$ cat config.mk
export PLATFORM = sky130hd
export DESIGN_NAME = hazard_ctrl_flat
export DESIGN_NICKNAME = d
export VERILOG_FILES = /design/src/rtl/hazard_pkg.sv /design/src/rtl/hazard_ctrl_if.sv /design/src/rtl/hazard_scoreboard.sv /design/src/rtl/hazard_ctrl.sv /design/src/flat_wrapper.sv
export SDC_FILE = /design/constraint.sdc
export NUM_CORES = 1
export LEC_CHECK = 0
export BUFFER_PORTS_ARGS = -buffer_cell sky130_fd_sc_hd__clkbuf_2
export CORE_ASPECT_RATIO = 1.25
export CORE_UTILIZATION = 55
export CTS_CLUSTER_DIAMETER = 80
export DETAILED_ROUTE_END_ITERATION = 7
export PLACE_DENSITY_LB_ADDON = 0.12
export SYNTH_ARGS = -nofsm -noshare
export SYNTH_HDL_FRONTEND = slang
export SYNTH_SLANG_ARGS = --single-unit
$ cat constraint.sdc
create_clock -name clk -period 4.4 [get_ports clk]
set_clock_uncertainty 0.05 [all_clocks]
set_input_delay 0.22 -clock clk [delete_from_list [all_inputs] [get_ports clk]]
set_output_delay 0.22 -clock clk [all_outputs]
set_load 0.01 [all_outputs]
$ cat src/rtl/hazard_pkg.sv
`default_nettype none
// +--------------------------------------------------------------------------+
// | hazard_pkg : shared types and constants for the hazard controller.         |
// | Rev 1.0                                                                    |
// +--------------------------------------------------------------------------+
package hazard_pkg;

  localparam int REG_ADDR_W  = 5;
  localparam int NUM_REGS    = 32;
  localparam int DATA_W      = 24;
  localparam int STALL_RUN_W = 5;

  localparam logic [1:0] ST_RUN   = 2'd0;
  localparam logic [1:0] ST_STALL = 2'd1;
  localparam logic [1:0] ST_FLUSH = 2'd2;

  typedef enum logic [1:0] {
    RUN   = ST_RUN,
    STALL = ST_STALL,
    FLUSH = ST_FLUSH
  } state_e;

  typedef logic [REG_ADDR_W-1:0] reg_addr_t;

  typedef struct packed {
    logic stall_f;
    logic stall_d;
    logic flush_d;
    logic flush_e;
  } ctrl_t;

  localparam ctrl_t CTRL_IDLE   = 4'b0000;
  localparam ctrl_t CTRL_STALL  = 4'b1101;
  localparam ctrl_t CTRL_BRANCH = 4'b0011;
  localparam ctrl_t CTRL_FLUSH  = 4'b0010;

endpackage
`default_nettype wire

$ cat src/rtl/hazard_ctrl_if.sv
`default_nettype none
// +--------------------------------------------------------------------------+
// | hazard_ctrl_if : pipeline-side signals of the hazard controller.           |
// | Optional StallCount/FlushCount exist when HAZARD_PERF_EN is defined.       |
// | Rev 1.0                                                                    |
// +--------------------------------------------------------------------------+
interface hazard_ctrl_if #(
  parameter int CNT_W = 16
);
  import hazard_pkg::*;

  logic      ValidD;
  reg_addr_t RS1_D;
  reg_addr_t RS2_D;
  reg_addr_t RD_D;
  logic      RegWriteD;
  logic      PCSrcE;
  logic      RegWriteW;
  reg_addr_t RDW;
  logic      StallF;
  logic      StallD;
  logic      FlushD;
  logic      FlushE;
  logic      ErrTimeout;
`ifdef HAZARD_PERF_EN
  logic [CNT_W-1:0] StallCount;
  logic [CNT_W-1:0] FlushCount;
`endif

  modport master (
    output ValidD, RS1_D, RS2_D, RD_D, RegWriteD, PCSrcE, RegWriteW, RDW,
`ifdef HAZARD_PERF_EN
    input  StallCount, FlushCount,
`endif
    input  StallF, StallD, FlushD, FlushE, ErrTimeout
  );

  modport slave (
    input  ValidD, RS1_D, RS2_D, RD_D, RegWriteD, PCSrcE, RegWriteW, RDW,
`ifdef HAZARD_PERF_EN
    output StallCount, FlushCount,
`endif
    output StallF, StallD, FlushD, FlushE, ErrTimeout
  );

endinterface
`default_nettype wire

$ cat src/rtl/hazard_scoreboard.sv
`default_nettype none
// +--------------------------------------------------------------------------+
// | hazard_scoreboard : one pending bit per register, set wins over clear.     |
// | Rev 1.0                                                                    |
// +--------------------------------------------------------------------------+
module hazard_scoreboard
  import hazard_pkg::*;
(
  input  wire logic      clk,
  input  wire logic      rst,
  input  wire logic      set_en,
  input  wire reg_addr_t set_addr,
  input  wire logic      clr_en,
  input  wire reg_addr_t clr_addr,
  input  wire reg_addr_t rd_addr_a,
  input  wire reg_addr_t rd_addr_b,
  output logic           rd_pend_a,
  output logic           rd_pend_b
);

  logic [NUM_REGS-1:0] pending_q;
  logic [NUM_REGS-1:0] pending_d;

  always_comb begin
    pending_d = pending_q;
    if (clr_en) pending_d[clr_addr] = 1'b0;
    if (set_en) pending_d[set_addr] = 1'b1;
    // x0 is hard-wired, so it can never be outstanding
    pending_d[0] = 1'b0;
  end

  always_ff @(posedge clk or negedge rst) begin
    if (!rst) pending_q <= '0;
    else      pending_q <= pending_d;
  end

  assign rd_pend_a = pending_q[rd_addr_a];
  assign rd_pend_b = pending_q[rd_addr_b];

endmodule
`default_nettype wire

$ cat src/rtl/hazard_ctrl.sv
`default_nettype none
// +--------------------------------------------------------------------------+
// | hazard_ctrl : scoreboard-based stall/flush control for a 5-stage pipeline. |
// | Optional performance counters enabled by HAZARD_PERF_EN.                   |
// | Rev 1.0                                                                    |
// +--------------------------------------------------------------------------+
module hazard_ctrl
  import hazard_pkg::*;
#(
  parameter int STALL_TIMEOUT = 16,
  parameter int CNT_W         = 16
) (
  input wire logic     clk,
  input wire logic     rst,
  hazard_ctrl_if.slave bus
);

  logic   pend_rs1;
  logic   pend_rs2;
  logic   byp_rs1;
  logic   byp_rs2;
  logic   hazard;
  logic   issue;
  logic   sb_set;
  logic   sb_clr;
  ctrl_t  ctrl;
  state_e state_q;
  state_e state_d;

  logic [STALL_RUN_W-1:0] stall_run_q;
  logic [STALL_RUN_W-1:0] stall_run_d;
  logic                   err_timeout_q;
  logic                   err_timeout_d;

  hazard_scoreboard u_sb (
    .clk       (clk),
    .rst       (rst),
    .set_en    (sb_set),
    .set_addr  (bus.RD_D),
    .clr_en    (sb_clr),
    .clr_addr  (bus.RDW),
    .rd_addr_a (bus.RS1_D),
    .rd_addr_b (bus.RS2_D),
    .rd_pend_a (pend_rs1),
    .rd_pend_b (pend_rs2)
  );

  // Writeback lands in the register file mid-cycle, so a W match is not a hazard
  assign byp_rs1 = bus.RegWriteW && (bus.RDW == bus.RS1_D);
  assign byp_rs2 = bus.RegWriteW && (bus.RDW == bus.RS2_D);
  assign hazard  = bus.ValidD && ((pend_rs1 && !byp_rs1) || (pend_rs2 && !byp_rs2));

  always_comb begin
    state_d = state_q;
    ctrl    = CTRL_IDLE;
    if (bus.PCSrcE) begin
      ctrl    = CTRL_BRANCH;
      state_d = FLUSH;
    end else if (state_q == FLUSH) begin
      ctrl    = CTRL_FLUSH;
      state_d = RUN;
    end else if (hazard) begin
      ctrl    = CTRL_STALL;
      state_d = STALL;
    end else begin
      state_d = RUN;
    end
    // Outputs are forced quiet for the whole reset cycle, including the PCSrcE path
    if (!rst) ctrl = CTRL_IDLE;
  end

  assign issue  = bus.ValidD && !ctrl.stall_d && !ctrl.flush_d;
  assign sb_set = issue && bus.RegWriteD && (bus.RD_D != '0);
  assign sb_clr = bus.RegWriteW && (bus.RDW != '0);

  always_comb begin
    stall_run_d = '0;
    if (ctrl.stall_d) begin
      stall_run_d = (stall_run_q == '1) ? stall_run_q : stall_run_q + STALL_RUN_W'(1);
    end
    err_timeout_d = err_timeout_q
                  || (ctrl.stall_d && (int'(stall_run_d) == STALL_TIMEOUT));
  end

  always_ff @(posedge clk or negedge rst) begin
    if (!rst) begin
      state_q       <= RUN;
      stall_run_q   <= '0;
      err_timeout_q <= 1'b0;
    end else begin
      state_q       <= state_d;
      stall_run_q   <= stall_run_d;
      err_timeout_q <= err_timeout_d;
    end
  end

  assign bus.StallF     = ctrl.stall_f;
  assign bus.StallD     = ctrl.stall_d;
  assign bus.FlushD     = ctrl.flush_d;
  assign bus.FlushE     = ctrl.flush_e;
  assign bus.ErrTimeout = err_timeout_q;

`ifdef HAZARD_PERF_EN
  logic [CNT_W-1:0] stall_cnt_q;
  logic [CNT_W-1:0] stall_cnt_d;
  logic [CNT_W-1:0] flush_cnt_q;
  logic [CNT_W-1:0] flush_cnt_d;

  always_comb begin
    stall_cnt_d = stall_cnt_q;
    flush_cnt_d = flush_cnt_q;
    if (ctrl.stall_d && (stall_cnt_q != '1)) stall_cnt_d = stall_cnt_q + CNT_W'(1);
    if (bus.PCSrcE && (flush_cnt_q != '1))   flush_cnt_d = flush_cnt_q + CNT_W'(1);
  end

  always_ff @(posedge clk or negedge rst) begin
    if (!rst) begin
      stall_cnt_q <= '0;
      flush_cnt_q <= '0;
    end else begin
      stall_cnt_q <= stall_cnt_d;
      flush_cnt_q <= flush_cnt_d;
    end
  end

  assign bus.StallCount = stall_cnt_q;
  assign bus.FlushCount = flush_cnt_q;
`endif

endmodule
`default_nettype wire

$ cat src/flat_wrapper.sv
// flat-port wrapper written by rule: the top's interface ports become plain ports
module hazard_ctrl_flat import hazard_pkg::*;
#(
  parameter int STALL_TIMEOUT = 16,
  parameter int CNT_W         = 16
)
  (clk, rst, bus_ValidD, bus_RS1_D, bus_RS2_D, bus_RD_D, bus_RegWriteD, bus_PCSrcE, bus_RegWriteW, bus_RDW, bus_StallF, bus_StallD, bus_FlushD, bus_FlushE, bus_ErrTimeout);
  hazard_ctrl_if #(.CNT_W(CNT_W)) bus_i ();
  input wire logic clk;
  input wire logic rst;
  input wire logic [$bits(bus_i.ValidD)-1:0] bus_ValidD;
  input wire logic [$bits(bus_i.RS1_D)-1:0] bus_RS1_D;
  input wire logic [$bits(bus_i.RS2_D)-1:0] bus_RS2_D;
  input wire logic [$bits(bus_i.RD_D)-1:0] bus_RD_D;
  input wire logic [$bits(bus_i.RegWriteD)-1:0] bus_RegWriteD;
  input wire logic [$bits(bus_i.PCSrcE)-1:0] bus_PCSrcE;
  input wire logic [$bits(bus_i.RegWriteW)-1:0] bus_RegWriteW;
  input wire logic [$bits(bus_i.RDW)-1:0] bus_RDW;
  output wire logic [$bits(bus_i.StallF)-1:0] bus_StallF;
  output wire logic [$bits(bus_i.StallD)-1:0] bus_StallD;
  output wire logic [$bits(bus_i.FlushD)-1:0] bus_FlushD;
  output wire logic [$bits(bus_i.FlushE)-1:0] bus_FlushE;
  output wire logic [$bits(bus_i.ErrTimeout)-1:0] bus_ErrTimeout;
  assign bus_i.ValidD = bus_ValidD;
  assign bus_i.RS1_D = bus_RS1_D;
  assign bus_i.RS2_D = bus_RS2_D;
  assign bus_i.RD_D = bus_RD_D;
  assign bus_i.RegWriteD = bus_RegWriteD;
  assign bus_i.PCSrcE = bus_PCSrcE;
  assign bus_i.RegWriteW = bus_RegWriteW;
  assign bus_i.RDW = bus_RDW;
  assign bus_StallF = bus_i.StallF;
  assign bus_StallD = bus_i.StallD;
  assign bus_FlushD = bus_i.FlushD;
  assign bus_FlushE = bus_i.FlushE;
  assign bus_ErrTimeout = bus_i.ErrTimeout;
  hazard_ctrl #(.STALL_TIMEOUT(STALL_TIMEOUT), .CNT_W(CNT_W)) u_core (.clk(clk), .rst(rst), .bus(bus_i));
endmodule
==> results.json, run 1 <==
{
  "final.setup.worst_slack_ps": 1560,
  "slew_headroom_pct": 23.2,
  "wire_length_of_the_first_global_routing_pass_um": 11200,
  "finish.net_count": 321,
  "synthesis.instances": 276,
  "maxCapViolCount": 0,
  "cts-root-buf": "sky130_fd_sc_hd__clkbuf_8",
  "dp_worst_setup_slack_ps": 1460,
  "floorplan.initialDensity_pct": 58.0,
  "placedCellCount": 345,
  "syn_area_um2": 2780,
  "yosys-mux-area-fraction_pct": 13.2,
  "cts.repair_timing.setup_buffer_count": 0,
  "start_to_end_type_of_the_worst_setup_path": "reg2out",
  "cts_buffers": 5,
  "route.detailed.drc": 0,
  "ratio_of_cells_with_drive_above_1_in_the_final_layout_pct": 27.5,
  "grt_pass1_vias": 2170,
  "yosys_most_used_dff": "sky130_fd_sc_hd__dfrtp_1",
  "dp.final_hpwl_um": 4960,
  "grt_use_total_pct": 27.9,
  "synth.largest_area_cell": "sky130_fd_sc_hd__dfrtp_1",
  "synth_xor_xnor_area_share_pct": 4.09,
  "post_dp_cell_area_um2": 2830,
  "clk_pin_slew_ps": 80,
  "grt_overflow_total": 0,
  "wl_um": 6820,
  "tns_ps": 0,
  "clk_lat_worst_skew_ps": 300,
  "synth.net_count": 303,
  "synth_top_family_by_area": "compound AO/OA/AOI/OAI gates",
  "synth_fa_ha_area_share_pct": 0.449,
  "worstPathArrival_ps": 2570,
  "htreeDepth": 2,
  "die_x_um": 65.6,
  "grt_max_degree": 39,
  "synth-edff-count": 0,
  "starting_drt_drc_count": 189,
  "gp_routability_congestion": 0.827,
  "unrepaired_setup_endpoints_after_global_routing": "no",
  "tritoncts": "built",
  "fillCellCount": 417,
  "port_buffers": 30,
  "startpoint_class_of_the_critical_path": "flop",
  "synth.ff_latch_count": 39,
  "seq_area_frac_synth_pct": 35.1,
  "first_pass_iters": 4,
  "via_count": 2280,
  "final_cell_count_no_fill": 355,
  "yosys_warnings": 0,
  "count_of_inserted_antenna_diode_cells": 0,
  "post-route-cell-area_um2": 2940,
  "route.detailed.wl_per_inst_um": 19.2,
  "outcome": "complete, no violations",
  "powerDensity_nw_per_um2": 300,
  "endpoint_kind": "primary output",
  "die_h_um": 81.5,
  "synth_compound_area_share_pct": 20.6,
  "vias_per_cell": 6.42,
  "clockBufferDepth": 2,
  "max_slew.worst_pin.slew_ps": 1150,
  "largest_cells_by_area_after_synthesis": "sky130_fd_sc_hd__dfrtp_1, sky130_fd_sc_hd__o21ai_0, sky130_fd_sc_hd__mux4_2",
  "hold_viol": 0,
  "post_cts_resized": 0,
  "grt_antenna_before_repair": 0,
  "fin_crit_sh_pct": 64.5,
  "boundaryPins": 31,
  "syn_to_final_growth_pct": 5.48,
  "synthesis.area_per_instance_um2": 10.1,
  "cellLeakagePower_nw": 1.19,
  "setup_violations": 0,
  "fmaxAchievable_mhz": 353,
  "synth.top_cell.area_share_pct": 35.1,
  "postSynth.asyncResetShare_pct": 100,
  "worst_ir_drop_vdd_mv": 0.244,
  "rows": 28,
  "fin_crit_ps": 2840,
  "fp.dieArea_um2": 5350,
  "placeableCoreArea_um2": 4800,
  "cts.sink_count": 39,
  "synth-simple-area-share_pct": 18.9,
  "required_time_of_the_critical_path_ps": 4130,
  "utilization_pct": 61.2,
  "postRouteAntennaNets": 0,
  "finalMaxSlewViolations": 0,
  "timing.critical_path.fanout_max": 26,
  "hold_class": "in2async",
  "synth_cell_type_count": 56
}
[flip-flops by register name (all words and copies together) (netlist names)]
register               cells
u_core.bus.ErrTimeout      1
u_core.stall_run_q         5
u_core.state_q             2
u_core.u_sb.pending_q     31
[final cells by class]
| class | instances | area (µm²) | share of cell area, % |
|---|---|---|---|
| clock inverters | 3 | 20.0 | 0.682 |
| multi-input cells | 212 | 1600 | 54.6 |
| repair buffers | 34 | 185 | 6.31 |
| clock buffers | 5 | 68.8 | 2.34 |
| well taps | 60 | 75.1 | 2.56 |
| flip-flops and latches | 39 | 976 | 33.2 |
| inverters | 2 | 7.51 | 0.256 |
[synthesized netlist by cell type (all sizes together), types with 2 or more instances]
master and count:
o21ai 64, dfrtp 39, nand3 30, mux4 12, nand4 11, buf 10
nand2 10, clkbuf 8, nor2 8, nand3b 7, xnor2 7, xor2 6
mux2 5, nor2b 5, or3b 5, a21boi 4, and2 3, dlygate4sd3 3
mux2i 3, nor3b 3, a21oi 2, a221o 2, and3 2, clkdlybuf4s25 2
inv 2, nor3 2, o21a 2
[layer usage]
metal | share of wire [%] | track usage, %
met4 | 2.3 | 8.91
met3 | 6.4 | 5.28
met5 | 0 | 0
met1 | 43 | 36.9
met2 | 48 | 45.9
[cells in the final DEF, fill, tap and decap left out, types with 2 or more instances in the layout]
cell type,n
sky130_fd_sc_hd__nand2_1,10
sky130_fd_sc_hd__mux2i_1,3
sky130_fd_sc_hd__mux2_2,5
sky130_fd_sc_hd__a21boi_0,4
sky130_fd_sc_hd__o21ai_2,17
sky130_fd_sc_hd__dlygate4sd3_1,2
sky130_fd_sc_hd__and2_1,2
sky130_fd_sc_hd__nor2_1,7
sky130_fd_sc_hd__or3b_2,3
sky130_fd_sc_hd__inv_1,2
sky130_fd_sc_hd__nor2b_1,5
sky130_fd_sc_hd__o21a_1,2
sky130_fd_sc_hd__or3b_1,2
sky130_fd_sc_hd__mux4_2,9
sky130_fd_sc_hd__clkbuf_8,5
sky130_fd_sc_hd__and3_1,2
sky130_fd_sc_hd__o21ai_0,47
sky130_fd_sc_hd__clkinvlp_4,2
sky130_fd_sc_hd__nor3b_1,3
sky130_fd_sc_hd__buf_4,2
sky130_fd_sc_hd__clkbuf_2,30
sky130_fd_sc_hd__nor3_1,2
sky130_fd_sc_hd__dfrtp_1,39
sky130_fd_sc_hd__mux4_1,3
sky130_fd_sc_hd__xnor2_1,7
sky130_fd_sc_hd__nand4_1,11
sky130_fd_sc_hd__nand3b_1,7
sky130_fd_sc_hd__xor2_1,6
sky130_fd_sc_hd__nand3_1,30
[critical path, stage by stage, from the launching register on]
cell and delay (ps):
sky130_fd_sc_hd__dfrtp_1 390, sky130_fd_sc_hd__mux4_2 240, sky130_fd_sc_hd__nor2b_1 40, sky130_fd_sc_hd__o31a_1 270
sky130_fd_sc_hd__o32a_1 380, sky130_fd_sc_hd__a21oi_4 670, sky130_fd_sc_hd__clkbuf_2 260
[path summary, 6_finish.rpt]
check | from | end | slack, ps | cells after the start
setup / recovery | u_core.u_sb.pending_q[6] | bus_StallD | 1560 | 6
hold / removal | rst | u_core.state_q[1] | 230 | 2
setup reg to reg | u_core.u_sb.pending_q[6] | u_core.stall_run_q[3] | 1710 | 7
hold reg to reg | u_core.bus.ErrTimeout | u_core.bus.ErrTimeout | 420 | 1
max in group asynchronous | rst | u_core.stall_run_q[1] | 3360 | 3
min in group clk | bus_RD_D[1] | u_core.u_sb.pending_q[19] | 250 | 3
[cells by family after synthesis]
| group | after synthesis |
|---|---|
| and+or+nand+nor | 92 |
| AOI/OAI and AO/OA | 86 |
| DFF | 39 |
| buffers and inverters | 25 |
| muxes | 20 |
| xor gates and xnor gates | 13 |
| adders and majority gates | 1 |
[stage by stage]
step / hold WS (ps) / total power, W
global placement: 13.2 / 0.000633
finish: 225 / 0.000882
CTS: 223 / 0.000882
detailed placement: 12.9 / 0.000638
global route: 240 / 0.000920
floorplan: -126 / 0.000577
[what timing repair did]
action	CTS	global route
endpoints found under the setup margin	0	0
hold buffers	2	0
hold endpoints to repair	3	0
[power breakdown]
part           switching, W  leakage [nW]  internal, W  total, W
registers         0.0000336         0.523     0.000400  0.000434
logic              0.000108         0.631    0.0000930  0.000201
clock network      0.000137        0.0402     0.000110  0.000247
total              0.000278          1.19     0.000603  0.000882
(Power assumes the default switching activity.)
==> run 2: changes to the inputs <==
clock period = 2.71 ns   (was 4.4 ns; I/O delays follow)
==> results.json, run 2 (same netlist as run 1, synthesis figures left out) <==
{
  "endpoint_kind": "primary output",
  "ratio_of_cells_with_drive_above_1_in_the_final_layout_pct": 28.4,
  "critical-path-max-stage-delay_ps": 490,
  "fin_crit_sh_pct": 94.6,
  "most_frequent_cells_in_the_layout": "sky130_fd_sc_hd__o21ai_0, sky130_fd_sc_hd__dfrtp_1, sky130_fd_sc_hd__nand3_1, sky130_fd_sc_hd__clkbuf_2, sky130_fd_sc_hd__o21ai_2",
  "tns_ps": 0,
  "ff2ff_setup_slack_ps": 430,
  "cts_buffers": 5,
  "finalMaxSlewViolations": 0,
  "postRouteAntennaNets": 0,
  "sequential_cell_area_um2": 976,
  "grt_antenna_before_repair": 0,
  "critPathBufInv": 1,
  "clk_lat_worst_skew_ps": 300,
  "gp_routability_congestion": 0.898,
  "unrepaired_setup_endpoints_after_global_routing": "no",
  "wire_length_of_the_first_global_routing_pass_um": 11600,
  "rows": 28,
  "tritoncts": "built",
  "die_h_um": 81.5,
  "clockBufferDepth": 2,
  "via_count": 2389,
  "worstPathArrival_ps": 2380,
  "cp_top_family": "multiplexers",
  "post_cts_resized": 0,
  "grt_pass1_vias": 2254,
  "timing.critical_path.fanout_max": 3,
  "placeableCoreArea_um2": 4800,
  "start_to_end_type_of_the_worst_setup_path": "reg2out",
  "top_regs": "u_core.u_sb.pending_q (31), u_core.stall_run_q (5), u_core.state_q (2)",
  "hold_viol": 0,
  "cts-root-buf": "sky130_fd_sc_hd__clkbuf_8",
  "route.detailed.drc": 0,
  "fmaxAchievable_mhz": 390,
  "die_x_um": 65.6,
  "vias_per_cell": 6.65,
  "cts.sink_count": 39,
  "required_time_of_the_critical_path_ps": 2520,
  "grt_max_degree": 42,
  "fp.dieArea_um2": 5350,
  "critical_path.cell_chain": "mux4_1 > mux2_2 > a221o_1 > o211ai_2 > a21oi_1 > o21a_1 > clkbuf_2",
  "clk_pin_slew_ps": 70,
  "cellLeakagePower_nw": 1.24,
  "maxCapViolCount": 0,
  "port_buffers": 30,
  "mostFrequentLayoutCell": "sky130_fd_sc_hd__o21ai_0",
  "starting_drt_drc_count": 224,
  "wl_um": 7300,
  "count_of_inserted_antenna_diode_cells": 0,
  "dp.final_hpwl_um": 5180,
  "slew_headroom_pct": 23.6,
  "max_slew.worst_pin.slew_ps": 1140,
  "grt_use_total_pct": 29.7,
  "first_pass_iters": 5,
  "worst_ir_drop_vdd_mv": 0.298,
  "regMostFlops": "u_core.u_sb.pending_q",
  "floorplan.initialDensity_pct": 58.0,
  "fillCellCount": 417,
  "htreeDepth": 2,
  "fin_crit_ps": 2560,
  "finish.net_count": 325,
  "grt_overflow_total": 0,
  "setup_violations": 0,
  "largest_reg_flops": 31,
  "hold_class": "in2reg",
  "outcome": "complete, no violations",
  "crit_slowest_cell": "sky130_fd_sc_hd__mux4_1",
  "hold-worst-slack_ps": 191,
  "boundaryPins": 31,
  "startpoint_class_of_the_critical_path": "flop",
  "area_used_by_multi_input_combinational_logic_um2": 1600,
  "syn_to_final_growth_pct": 8.04,
  "powerDensity_nw_per_um2": 515,
  "route.detailed.wl_per_inst_um": 20.3
}
[run 2: cell count changes in the layout (fill, tap and decap cells not counted), sizes merged]
cell,delta
bufinv,+1
buf,+4
clkbuf,+1
clkinvlp,-2
[run 2: final cells by class]
class	count	share of cell area (%)
multi-input cells	212	53.3
clock buffers	6	2.75
clock inverters	2	1.16
flip-flops and latches	39	32.4
well taps	60	2.50
inverters	2	0.250
repair buffers	38	7.57
[run 2: tightest hold or removal path, delay by kind of cell]
| family | cells | cell delay, ps |
|---|---|---|
| compound gates | 1 | 50 |
| simple gates | 1 | 130 |
| buf+inv | 1 | 190 |
[run 2: final timing paths]
path                                                start                   endpoint  cells past startpoint
worst max-delay path            u_core.u_sb.pending_q[14]                 bus_FlushE                      7
worst min-delay path                          bus_RD_D[1]  u_core.u_sb.pending_q[19]                      3
worst max register to register  u_core.u_sb.pending_q[14]      u_core.bus.ErrTimeout                      7
worst min register to register      u_core.bus.ErrTimeout      u_core.bus.ErrTimeout                      1
max in group asynchronous                             rst      u_core.bus.ErrTimeout                      3
min in group asynchronous                             rst  u_core.u_sb.pending_q[15]                      3
[run 2: metrics by stage]
step | util [%] | instance area [µm²] | power (W) | instances | worst slack, ps
final | 62.7 | 3010 | 0.00155 | 359 | 146
after detailed placement | 59.8 | 2870 | 0.00105 | 349 | 449
after CTS | 62.7 | 3010 | 0.00155 | 359 | 156
after global placement | 59.8 | 2870 | 0.00104 | 349 | 469
after floorplan | - | 2780 | 0.000937 | 276 | 560
after global routing | 62.7 | 3010 | 0.00162 | 359 | 69.8
[run 2: routing by layer]
layer / up-vias / wire [µm] / track usage, %
met4: 0 / 314 / 16.5
li1: 1095 / - / -
met3: 22 / 558 / 7.64
met2: 126 / 3450 / 44.7
met1: 1146 / 2980 / 38.6
met5: - / 0 / 0
[run 2: repair_timing]
action | CTS | global route
buffers inserted | 0 | 0
endpoints found under the hold margin | 40 | 0
hold buffers | 2 | 0
[run 2: report_power, final]
part	switching, W	internal [W]	total [W]
sequential	0.0000588	0.000650	0.000708
combinational	0.000177	0.000155	0.000333
clock	0.000209	0.000298	0.000507
==> run 3: changes to the inputs <==
CAP_MARGIN = 10   (was unset)
MAX_ROUTING_LAYER = met4   (was unset)
==> results.json, run 3 (same netlist as run 1, synthesis figures left out) <==
{
  "tns_ps": 0,
  "post-route-cell-area_um2": 3010,
  "die_h_um": 81.5,
  "starting_drt_drc_count": 233,
  "tritoncts": "built",
  "cts-root-buf": "sky130_fd_sc_hd__clkbuf_8",
  "p_total_w": 0.00155,
  "fmaxAchievable_mhz": 388,
  "placeableCoreArea_um2": 4800,
  "fillCellCount": 417,
  "post_dp_cell_area_um2": 2870,
  "setup_violations": 0,
  "route.detailed.wl_per_inst_um": 20.4,
  "start_to_end_type_of_the_worst_setup_path": "reg2out",
  "boundaryPins": 31,
  "outcome": "complete, no violations",
  "vias_per_cell": 6.62,
  "cellLeakagePower_nw": 1.24,
  "timing.critical_path.fanout_max": 3,
  "grt_use_total_pct": 30.6,
  "die_x_um": 65.6,
  "port_buffers": 30,
  "ratio_of_cells_with_drive_above_1_in_the_final_layout_pct": 28.4,
  "hold-worst-slack_ps": 194,
  "unrepaired_setup_endpoints_after_global_routing": "no",
  "max_slew.worst_pin.slew_ps": 1140,
  "route.detailed.drc": 0,
  "gp_routability_congestion": 0.913,
  "hold_class": "in2reg",
  "clockBufferDepth": 2,
  "powerDensity_nw_per_um2": 515,
  "grt_overflow_total": 0,
  "utilization_pct": 62.7,
  "fin_crit_ps": 2570,
  "postRouteAntennaNets": 0,
  "grt_pass1_vias": 2254,
  "count_of_inserted_antenna_diode_cells": 0,
  "required_time_of_the_critical_path_ps": 2520,
  "fp.dieArea_um2": 5350,
  "via_count": 2378,
  "grt_antenna_before_repair": 0,
  "cts_buffers": 5,
  "fin_crit_sh_pct": 95.0,
  "startpoint_class_of_the_critical_path": "flop",
  "finish.net_count": 325,
  "dp.final_hpwl_um": 5180,
  "regMostFlops": "u_core.u_sb.pending_q",
  "cts.repair_timing.setup_buffer_count": 0,
  "most_frequent_cells_in_the_layout": "sky130_fd_sc_hd__o21ai_0, sky130_fd_sc_hd__dfrtp_1, sky130_fd_sc_hd__nand3_1, sky130_fd_sc_hd__clkbuf_2, sky130_fd_sc_hd__o21ai_2",
  "wl_um": 7330,
  "clk_lat_worst_skew_ps": 300,
  "wire_length_of_the_first_global_routing_pass_um": 11700,
  "worst_ir_drop_vdd_mv": 0.298,
  "first_pass_iters": 4,
  "htreeDepth": 2,
  "maxCapViolCount": 0,
  "largest_reg_flops": 31,
  "mostFrequentLayoutCell": "sky130_fd_sc_hd__o21ai_0",
  "worstPathArrival_ps": 2390,
  "clk_pin_slew_ps": 70,
  "finalMaxSlewViolations": 0,
  "cts_hold_buf": 2,
  "endpoint_kind": "primary output",
  "post_cts_resized": 0,
  "grt_max_degree": 42,
  "rows": 28,
  "floorplan.initialDensity_pct": 58.0,
  "top_regs": "u_core.u_sb.pending_q (31), u_core.stall_run_q (5), u_core.state_q (2)",
  "slew_headroom_pct": 23.7,
  "hold_viol": 0,
  "syn_to_final_growth_pct": 8.04,
  "cts.sink_count": 39
}
[run 3: cell counts in the layout (fill, tap and decap cells not counted)]
Identical to the previous run, type by type.
[run 3: power by group]
part	total [W]	switching [W]	internal [W]
sequential	0.000708	0.0000588	0.000650
combinational	0.000334	0.000178	0.000155
clock	0.000506	0.000208	0.000298
[run 3: routing by layer]
layer / part of all wire, % / vias to the layer above / track usage (%)
met3: 8.1 / 25 / 7.64
li1: - / 1093 / -
met5: 0 / - / -
met4: 4.2 / 0 / 16.5
met1: 41 / 1123 / 38.7
met2: 47 / 137 / 44.8
[run 3: cell type report]
cell class	count	area, µm²	area share (%)
Multi-Input combinational cell	212	1600	53.3
Sequential cell	39	976	32.4
Timing Repair Buffer	38	228	7.57
Clock buffer	6	82.6	2.75
Tap cell	60	75.1	2.50
Clock inverter	2	35.0	1.16
Inverter	2	7.51	0.250
[run 3: worst max-delay path, stage by stage, from the launching register on]
cell and delay (ps):
sky130_fd_sc_hd__dfrtp_1 430, sky130_fd_sc_hd__mux4_1 490, sky130_fd_sc_hd__mux2_2 280, sky130_fd_sc_hd__a221o_1 300
sky130_fd_sc_hd__o211ai_2 100, sky130_fd_sc_hd__a21oi_1 160, sky130_fd_sc_hd__o21a_1 200, sky130_fd_sc_hd__clkbuf_2 120
[run 3: path summary, 6_finish.rpt]
| check | start | to | slack [ps] | depth (start not counted) |
|---|---|---|---|---|
| setup / recovery | u_core.u_sb.pending_q[14] | bus_FlushE | 140 | 7 |
| hold / removal | bus_RD_D[1] | u_core.u_sb.pending_q[19] | 190 | 3 |
| setup reg to reg | u_core.u_sb.pending_q[14] | u_core.bus.ErrTimeout | 430 | 7 |
| hold reg to reg | u_core.bus.ErrTimeout | u_core.bus.ErrTimeout | 430 | 1 |
| max in group asynchronous | rst | u_core.u_sb.pending_q[29] | 1770 | 3 |
| min in group asynchronous | rst | u_core.u_sb.pending_q[14] | 490 | 3 |
[run 3: metrics by stage]
step | worst slack, ps | std cells
final | 136 | 359
after global routing | 69.8 | 359
after CTS | 156 | 359
after detailed placement | 449 | 349
after global placement | 469 | 349
after floorplan | 560 | 276
